[src/rtl/ram_dp_clr.sv]
// Simple-dual-port synchronous RAM with a post-reset clear sequencer and registered, valid-qualified reads.
// Optional build macro RAM_RDW_BYPASS_EN: write-first bypass on same-cycle, same-address write/read.
module ram_dp_clr #(
  parameter int unsigned             DATA_WIDTH  = 4,
  parameter int unsigned             ADDR_WIDTH  = 8,
  parameter int unsigned             RAM_DEPTH   = 1 << ADDR_WIDTH,
  parameter logic [DATA_WIDTH-1:0]   CLEAR_VALUE = '0
) (
  input  logic                  clk,
  input  logic                  reset_n,
  input  logic                  wr_n,
  input  logic [ADDR_WIDTH-1:0] wr_addr,
  input  logic [DATA_WIDTH-1:0] wr_data,
  input  logic                  rd_en,
  input  logic [ADDR_WIDTH-1:0] rd_addr,
  output logic [DATA_WIDTH-1:0] rd_data,
  output logic                  rd_valid,
  output logic                  busy
);

  localparam logic [ADDR_WIDTH:0]   DEPTH = (ADDR_WIDTH+1)'(RAM_DEPTH);
  localparam logic [ADDR_WIDTH-1:0] LAST  = ADDR_WIDTH'(RAM_DEPTH - 1);

  typedef enum logic {CLEAR, READY} state_t;

  state_t                state, state_nxt;
  logic [ADDR_WIDTH-1:0] clr_cnt;
  logic                  wr_in_range, rd_in_range;
  logic                  wr_hit, rd_hit;
  logic                  mem_we;
  logic [ADDR_WIDTH-1:0] mem_waddr;
  logic [DATA_WIDTH-1:0] mem_wdata;
  logic [DATA_WIDTH-1:0] mem [RAM_DEPTH];

  assign wr_in_range = ({1'b0, wr_addr} < DEPTH);
  assign rd_in_range = ({1'b0, rd_addr} < DEPTH);
  assign busy        = (state == CLEAR);

  // The clear sequencer and the user write port share the single memory write port.
  always_comb begin
    state_nxt = state;
    mem_we    = 1'b0;
    mem_waddr = clr_cnt;
    mem_wdata = CLEAR_VALUE;
    wr_hit    = 1'b0;
    rd_hit    = 1'b0;
    case (state)
      CLEAR: begin
        mem_we = 1'b1;
        if (clr_cnt == LAST) state_nxt = READY;
      end
      READY: begin
        wr_hit    = !wr_n && wr_in_range;
        rd_hit    = rd_en;
        mem_we    = wr_hit;
        mem_waddr = wr_addr;
        mem_wdata = wr_data;
      end
      default: state_nxt = CLEAR;
    endcase
  end

  always_ff @(posedge clk or negedge reset_n) begin
    if (!reset_n) begin
      state    <= CLEAR;
      clr_cnt  <= '0;
      rd_data  <= '0;
      rd_valid <= 1'b0;
    end else begin
      state    <= state_nxt;
      rd_valid <= rd_hit;
      // Counter parks on the last location so it never wraps.
      if (state == CLEAR && clr_cnt != LAST) clr_cnt <= clr_cnt + 1'b1;
      if (rd_hit) begin
`ifdef RAM_RDW_BYPASS_EN
        if (wr_hit && wr_addr == rd_addr)
          rd_data <= wr_data;
        else
`endif
        rd_data <= rd_in_range ? mem[rd_addr] : CLEAR_VALUE;
      end
    end
  end

  always_ff @(posedge clk) begin
    if (reset_n && mem_we) mem[mem_waddr] <= mem_wdata;
  end

endmodule
[config.mk]
export PLATFORM = sky130hd
export DESIGN_NAME = ram_dp_clr
export DESIGN_NICKNAME = d
export VERILOG_FILES = /design/src/rtl/ram_dp_clr.sv
export SDC_FILE = /design/constraint.sdc
export NUM_CORES = 1
export LEC_CHECK = 0
export ABC_AREA = 1
export CAP_MARGIN = 20
export CORE_ASPECT_RATIO = 0.75
export CORE_MARGIN = 2
export CORE_UTILIZATION = 63
export DETAILED_ROUTE_END_ITERATION = 10
export HOLD_SLACK_MARGIN = 0.15
export PLACE_DENSITY = 0.79
export SKIP_CTS_REPAIR_TIMING = 1
export SYNTH_ARGS = -nofsm -noshare
export SYNTH_HDL_FRONTEND = slang
export SYNTH_SLANG_ARGS = --single-unit
export TNS_END_PERCENT = 10
[constraint.sdc]
create_clock -name clk -period 5.65 [get_ports clk]
set_input_delay 1.13 -clock clk [delete_from_list [all_inputs] [get_ports clk]]
set_output_delay 1.13 -clock clk [all_outputs]
set_load 0.01 [all_outputs]
Word level (Yosys, flattened, before mapping)
Memory sizes are Yosys's and may differ from the RTL's. A register that Yosys moved wholly into a read port is not among the register bits.
Cells that the tools add are included.

word-level totals
  memories = 1
  RAM bits = 1024
  input port bits = 24
  output and inout bits = 6
  register bits after elaboration = 10

cells by class
  bitwise gates (word level) = 1
  equal/unequal tests = 2
  muxes and demuxes = 8
  reduce and logical (&&, ||, !) cells = 4
  $add $sub $neg = 1

memories
  name  depth  width  read ports  clocked after Yosys merged registers in  write ports  line  text
  mem   256    4      1           1                                        1            33    logic [DATA_WIDTH-1:0] mem [RAM_DEPTH];

operator list
  operator                                                        number
  8-bit by 1-bit adder with 8-bit output (second input constant)  1
  8-bit == test (second input constant)                           1
  8-bit 2-to-1 mux                                                1
  8-bit != test (second input constant)                           1
  1-bit 2-to-1 mux                                                5
  4-bit 2-to-1 mux                                                1
  1-bit logical AND                                               2
  1-bit zero test                                                 2
  1-bit case mux with 2 select lines                              1
  1-bit NOT                                                       1

Logic depth before layout (Yosys ltp)
Gate-level depths: netlist of the first run.

  word-level depth = 5
  gate-level depth with buffers = 16

Worst setup path after synthesis of the first run
No wires, ideal clock.

  path type = in2reg
  from = input wr_data[0]
  to = memory mem[0][0] (data pin)
  data required time = 4.876 ns
  library setup time = 0.774 ns
  stages = 2
  setup slack = 0.953 ns
  data arrival time = 3.923 ns
  cell sequence = nand2_1 > inv_1

on the way
  word-level cells in the longest chain between the ends = 1

ends and longest elaborated chain
  element           line  text
  start, declared   13    input logic [DATA_WIDTH-1:0] wr_data,
  4-bit 2-to-1 mux  47    case (state)
  net mem_wdata[0]  32    logic [DATA_WIDTH-1:0] mem_wdata;
  end, declared     33

The timed path passes the listed nets, and every way through them passes these cells.

==> results of run 1 <==
[Yosys cell counts (all sizes together)]
master	count	area share
clkbuf	80	0.0070
or2	7	0.0010
edfxtp	1024	0.72
xnor2	3	0.00061
nand2	1120	0.098
o21ai	7	0.00099
a41oi	1	0.00020
nor3	2	0.00023
xor2	2	0.00041
nor2	288	0.026
inv	51	0.0045
buf	176	0.020
and3	1	0.00015
ha	1	0.00029
a31oi	1	0.00015
dfrtp	14	0.0081
nor3b	1	0.00017
nand3	1004	0.12
o32ai	1	0.00020
[final cells by class]
class	instances	area, sq um
well taps	882	1100
inverters	51	239
clock buffers	111	2400
fillers	4502	20500
multi-input cells	2439	10600
clock inverters	59	453
flip-flops and latches	1038	31100
repair buffers	79	882
[worst min-delay path, delay by kind of cell (launching register included)]
kind | cells | cell delay, ps
flip-flops | 1 | 350
AND/OR/NAND/NOR | 2 | 100
[path summary, 6_finish.rpt]
kind,cells after the start,startpoint,slack (ps),endpoint
hold reg to reg,2,rd_data[1],490,rd_data[1]
setup / recovery,13,rd_addr[2],2050,rd_data[0]
max in group asynchronous,2,reset_n,4690,clr_cnt[3]
min in group asynchronous,2,reset_n,790,state
hold / removal,2,rd_data[1],490,rd_data[1]
setup reg to reg,9,state,2090,mem[226][1]
[layer usage]
| metal | global-route usage | up-vias |
|---|---|---|
| li1 | - | 13098 |
| met2 | 0.445 | 2009 |
| met3 | 0.0938 | 302 |
| met1 | 0.428 | 13808 |
| met4 | 0.109 | 2 |
| met5 | 0 | - |
[kinds of logic after synthesis]
kind of cell             Yosys count  share of synthesized area
buffers and inverters            307                     0.0313
flip-flops                      1038                      0.723
AO/OA/AOI/OAI                     10                    0.00154
AND/OR/NAND/NOR                 2423                      0.243
adder cells (fa/ha/maj)            1                   0.000291
XOR/XNOR                           5                    0.00102
[power by group through the flow]
stage,Combinational (mW),Clock (mW),Sequential [mW]
final,0.790,6.05,8.32
after global routing,0.861,6.33,8.32
after CTS,0.766,6.06,8.32
after detailed placement,0.759,0,8.49
after global placement,0.743,0,8.49
after floorplan,0.537,0,8.49
[flip-flops by register name (all words and copies together) (netlist names)]
signal and count:
mem 1024, clr_cnt 8, rd_valid 1, rd_data 4, state 1
[metrics by stage]
step | setup WS (ps) | hold WS [ps] | area (sq um)
2_1_floorplan | 953 | 475 | 43000
3_3_place_gp | 1510 | 476 | 43700
3_5_place_dp | 1530 | 464 | 43800
4_1_cts | 2180 | 490 | 46700
5_1_grt | 1920 | 527 | 46700
6_report | 2050 | 486 | 46700
==> results.cfg, run 1 <==
[finish]
num-nets-final = 3727
insertedDiodeCount = 0
final_common_cell = nand2_1
drive_above_1_share = 0.0567
syn_to_final_growth_pct = 8.69
stdcell_count = 4659
mostFrequentLayoutCells = nand2_1, edfxtp_1, nand3_1
fin_util = 0.695

[setup_path]
crit_buf_inv = 3
cp-start-kind = input port
crit_type = in2reg
critPathTopFamily = buffers and inverters
cp.required_ps = 6190
worstPathArrival_ps = 4140
path_max_fanout = 75
path_cells = buf_4 -> inv_4 -> buf_4 -> nand3_1 -> nand3_1 -> nand3_1 -> nand3_1 -> nand2_1 -> nand2_1 -> nand3_1 -> nand2_1 -> nand2_1 -> nand2_1
crit_path_end_kind = flop
cp_slowest_cell = buf_4
max_stage_delay_ps = 690

[clock_tree]
htreeDepth = 3
clk_pin_slew_worst_paths_ps = 60
cts_tree = built
clock_sinks = 1038
clk_latency_ps = 670
cts_root_buffer = clkbuf_16
clk_path_buf_depth = 3
numCtsBuffers = 93

[routing]
route.met2.wl_um = 46400
dr.pass1.iters = 7
wl_met3_um = 15100
wl_per_cell_um = 22.8
highest_layer = met5
routed_wl_um = 106000
viasPerCell = 6.27
met1_length_um = 41000
dr.first_iter.drc_count = 4658
postRouteAntennaNets = 0
drcViolationCount = 0
routed-via-count = 29219

[global_routing]
grt_max_degree = 185
track_usage = 0.301
grt_pass1_wl_um = 160000
grt_pass1_vias = 27904
antenna_found_initial = 1
grt_overflow = 0

[placed_design]
place_congestion = 0.867
dp_cells = 4485
post-dp-hpwl_um = 60300
io_buffers = 29

[timing]
fmax_mhz = 277
tightest_slew_ps = 1220
period_needed_ps = 3600
report.final.setup_viol = 0
skew_ps = 20.8
slew_violations = 0
hold_violations = 0
tns_ps = 0
post-route-period-util = 0.638
rsz0062_at_grt = false
relSlewSlack = 0.185

[yosys]
synthesis.area_sq_um = 43000
synth_warnings = 0
synthesis.nets = 3809
synthCells = 3784
ys_seq_area_frac = 0.723
synth-seq-cells = 1038
synth_cell_type_count = 30
synth_area_per_cell_sq_um = 11.4

[pwr]
switching_power_mw = 3.33
clkPwrFrac = 0.399
p_int_mw = 11.8
leakage_nw = 15.7
cellPowerDensity_nw_per_um2 = 324
switching_share = 0.220
total_power_mw = 15.2
comb_power_share = 0.052
ir_drop_uv = 257
pwr-share-seq = 0.549

[die]
die-area_sq_um = 70400
die_x_um = 306
core_area_sq_um = 67200
die_h_um = 230
std_cell_rows = 82
floorplan.initialDensity = 0.640
io_pins = 30

[hold_path]
hp-class = reg2reg

[status]
status = completed

[run]
drv_cap = 0
Note: power is estimated with default switching activity, not from simulation.
==> run 2, diff against run 1 <==
CORE_UTILIZATION = 57   (was 63)
PLACE_DENSITY = 0.76   (was 0.79)
clock period = 3.2 ns   (was 5.65 ns; I/O delays follow)
==> results.cfg, run 2 (synthesis results as in run 1) <==
[status]
status = completed

[die]
std_cell_rows = 87
die_x_um = 321
die_h_um = 242
core_area_sq_um = 74900
floorplan.initialDensity = 0.574
die-area_sq_um = 77700
io_pins = 30

[setup_path]
cp-start-kind = flop
max_stage_delay_ps = 550
path_max_fanout = 16
rr_startpoint = state
worstPathArrival_ps = 3110
path_cells = inv_2 -> or2_0 -> o21ai_1 -> inv_1 -> nor2_2 -> nand2_2 -> nor2_1
crit_type = reg2reg
crit_path_end_kind = flop
critPathLaunch = state
crit_buf_inv = 2
cp_slowest_cell = dfrtp_1
rrSetupSlack_ps = 420
critPathTopFamily = simple AND/OR/NAND/NOR gates
cp.required_ps = 3530

[timing]
slew_violations = 0
report.final.setup_viol = 0
period_needed_ps = 2780
rsz0062_at_grt = false
tightest_slew_ps = 672
fmax_mhz = 360
hold_violations = 0
post-route-period-util = 0.868
skew_ps = 22.4
hold_ws_ps = 303
relSlewSlack = 0.552

[clock_tree]
cts_tree = built
htreeDepth = 3
cts_root_buffer = clkbuf_16
clk_pin_slew_worst_paths_ps = 60
clock_sinks = 1038
numCtsBuffers = 96
clk_latency_ps = 680
clk_path_buf_depth = 3

[finish]
top_register = mem
insertedDiodeCount = 0
fillers = 5432
syn_to_final_growth_pct = 11.5
fin_util = 0.640
num-nets-final = 3801
drive_above_1_share = 0.0749
reg_top3 = mem x1024, clr_cnt x8, rd_data x4
largest_reg_flops = 1024
final_common_cell = nand2_1
mostFrequentLayoutCells = nand2_1, edfxtp_1, nand3_1

[run]
drv_cap = 0

[global_routing]
antenna_found_initial = 3
grt_max_degree = 137
grt_overflow = 0
track_usage = 0.284
grt_pass1_wl_um = 167000
grt_pass1_vias = 27979

[placed_design]
io_buffers = 29
place_congestion = 0.898
post-dp-hpwl_um = 65900

[routing]
dr.pass1.iters = 8
routed-via-count = 29601
wl_per_cell_um = 22.7
postRouteAntennaNets = 0
viasPerCell = 6.12
dr.first_iter.drc_count = 4907
routed_wl_um = 110000
drcViolationCount = 0

[pwr]
total_power_mw = 27.7
ir_drop_uv = 395
leakage_nw = 16.2
cellPowerDensity_nw_per_um2 = 577

[hold_path]
hp-class = in2async
[run 2: cell count changes in the layout (fill, tap and decap cells not counted), sizes merged]
cell and delta:
clkinv -4, clkbuf +7, clkinvlp +2, buf +71
inv -3, bufinv +6
[run 2: per-layer routing]
| layer | vias up | GRT usage | share of wire | wire, um |
|---|---|---|---|---|
| li1 | 13243 | - | - | - |
| met1 | 14142 | 0.418 | 0.40 | 43400 |
| met2 | 1975 | 0.411 | 0.44 | 47800 |
| met3 | 237 | 0.0786 | 0.14 | 15000 |
| met4 | 4 | 0.0939 | 0.030 | 3330 |
| met5 | - | 0 | 0.00021 | 23 |
[run 2: worst paths after layout]
kind	endpoint	depth (start not counted)
worst min register to register	rd_data[0]	2
max in group asynchronous	rd_data[2]	2
worst min-delay path	clr_cnt[4]	2
min in group clk	rd_data[0]	2
worst max-delay path	mem[16][3]	7
worst max register to register	mem[16][3]	7
[run 2: final cells by class]
| type | instances | area [sq um] | area share |
|---|---|---|---|
| repair buffers | 150 | 1700 | 0.0354 |
| flip-flops and latches | 1038 | 31100 | 0.649 |
| clock inverters | 60 | 602 | 0.0126 |
| clock buffers | 118 | 2550 | 0.0531 |
| well taps | 979 | 1220 | 0.0255 |
| inverters | 51 | 228 | 0.00475 |
| multi-input cells | 2439 | 10600 | 0.220 |
[run 2: power by group]
part	total [mW]	switching, mW	internal [mW]
clock	11.5	4.95	6.56
sequential	14.7	0	14.7
combinational	1.46	1.01	0.442
total	27.7	5.97	21.7
[run 2: stage by stage]
stage                     instances  instance area, sq um  worst slack, ps  setup TNS [ps]
after floorplan                3784                 43000            -1040         -266210
after CTS                      4835                 47900              478               0
after detailed placement       4657                 44800              117               0
after global placement         4657                 44800              165               0
after global routing           4835                 47900              262               0
final                          4835                 47900              423               0
[run 2: worst register-to-register path, cell delays in order, from the launching register on]
cell and delay (ps):
dfrtp_1 550, inv_2 120, or2_0 220, o21ai_1 330, inv_1 140, nor2_2 290
nand2_2 340, nor2_1 430
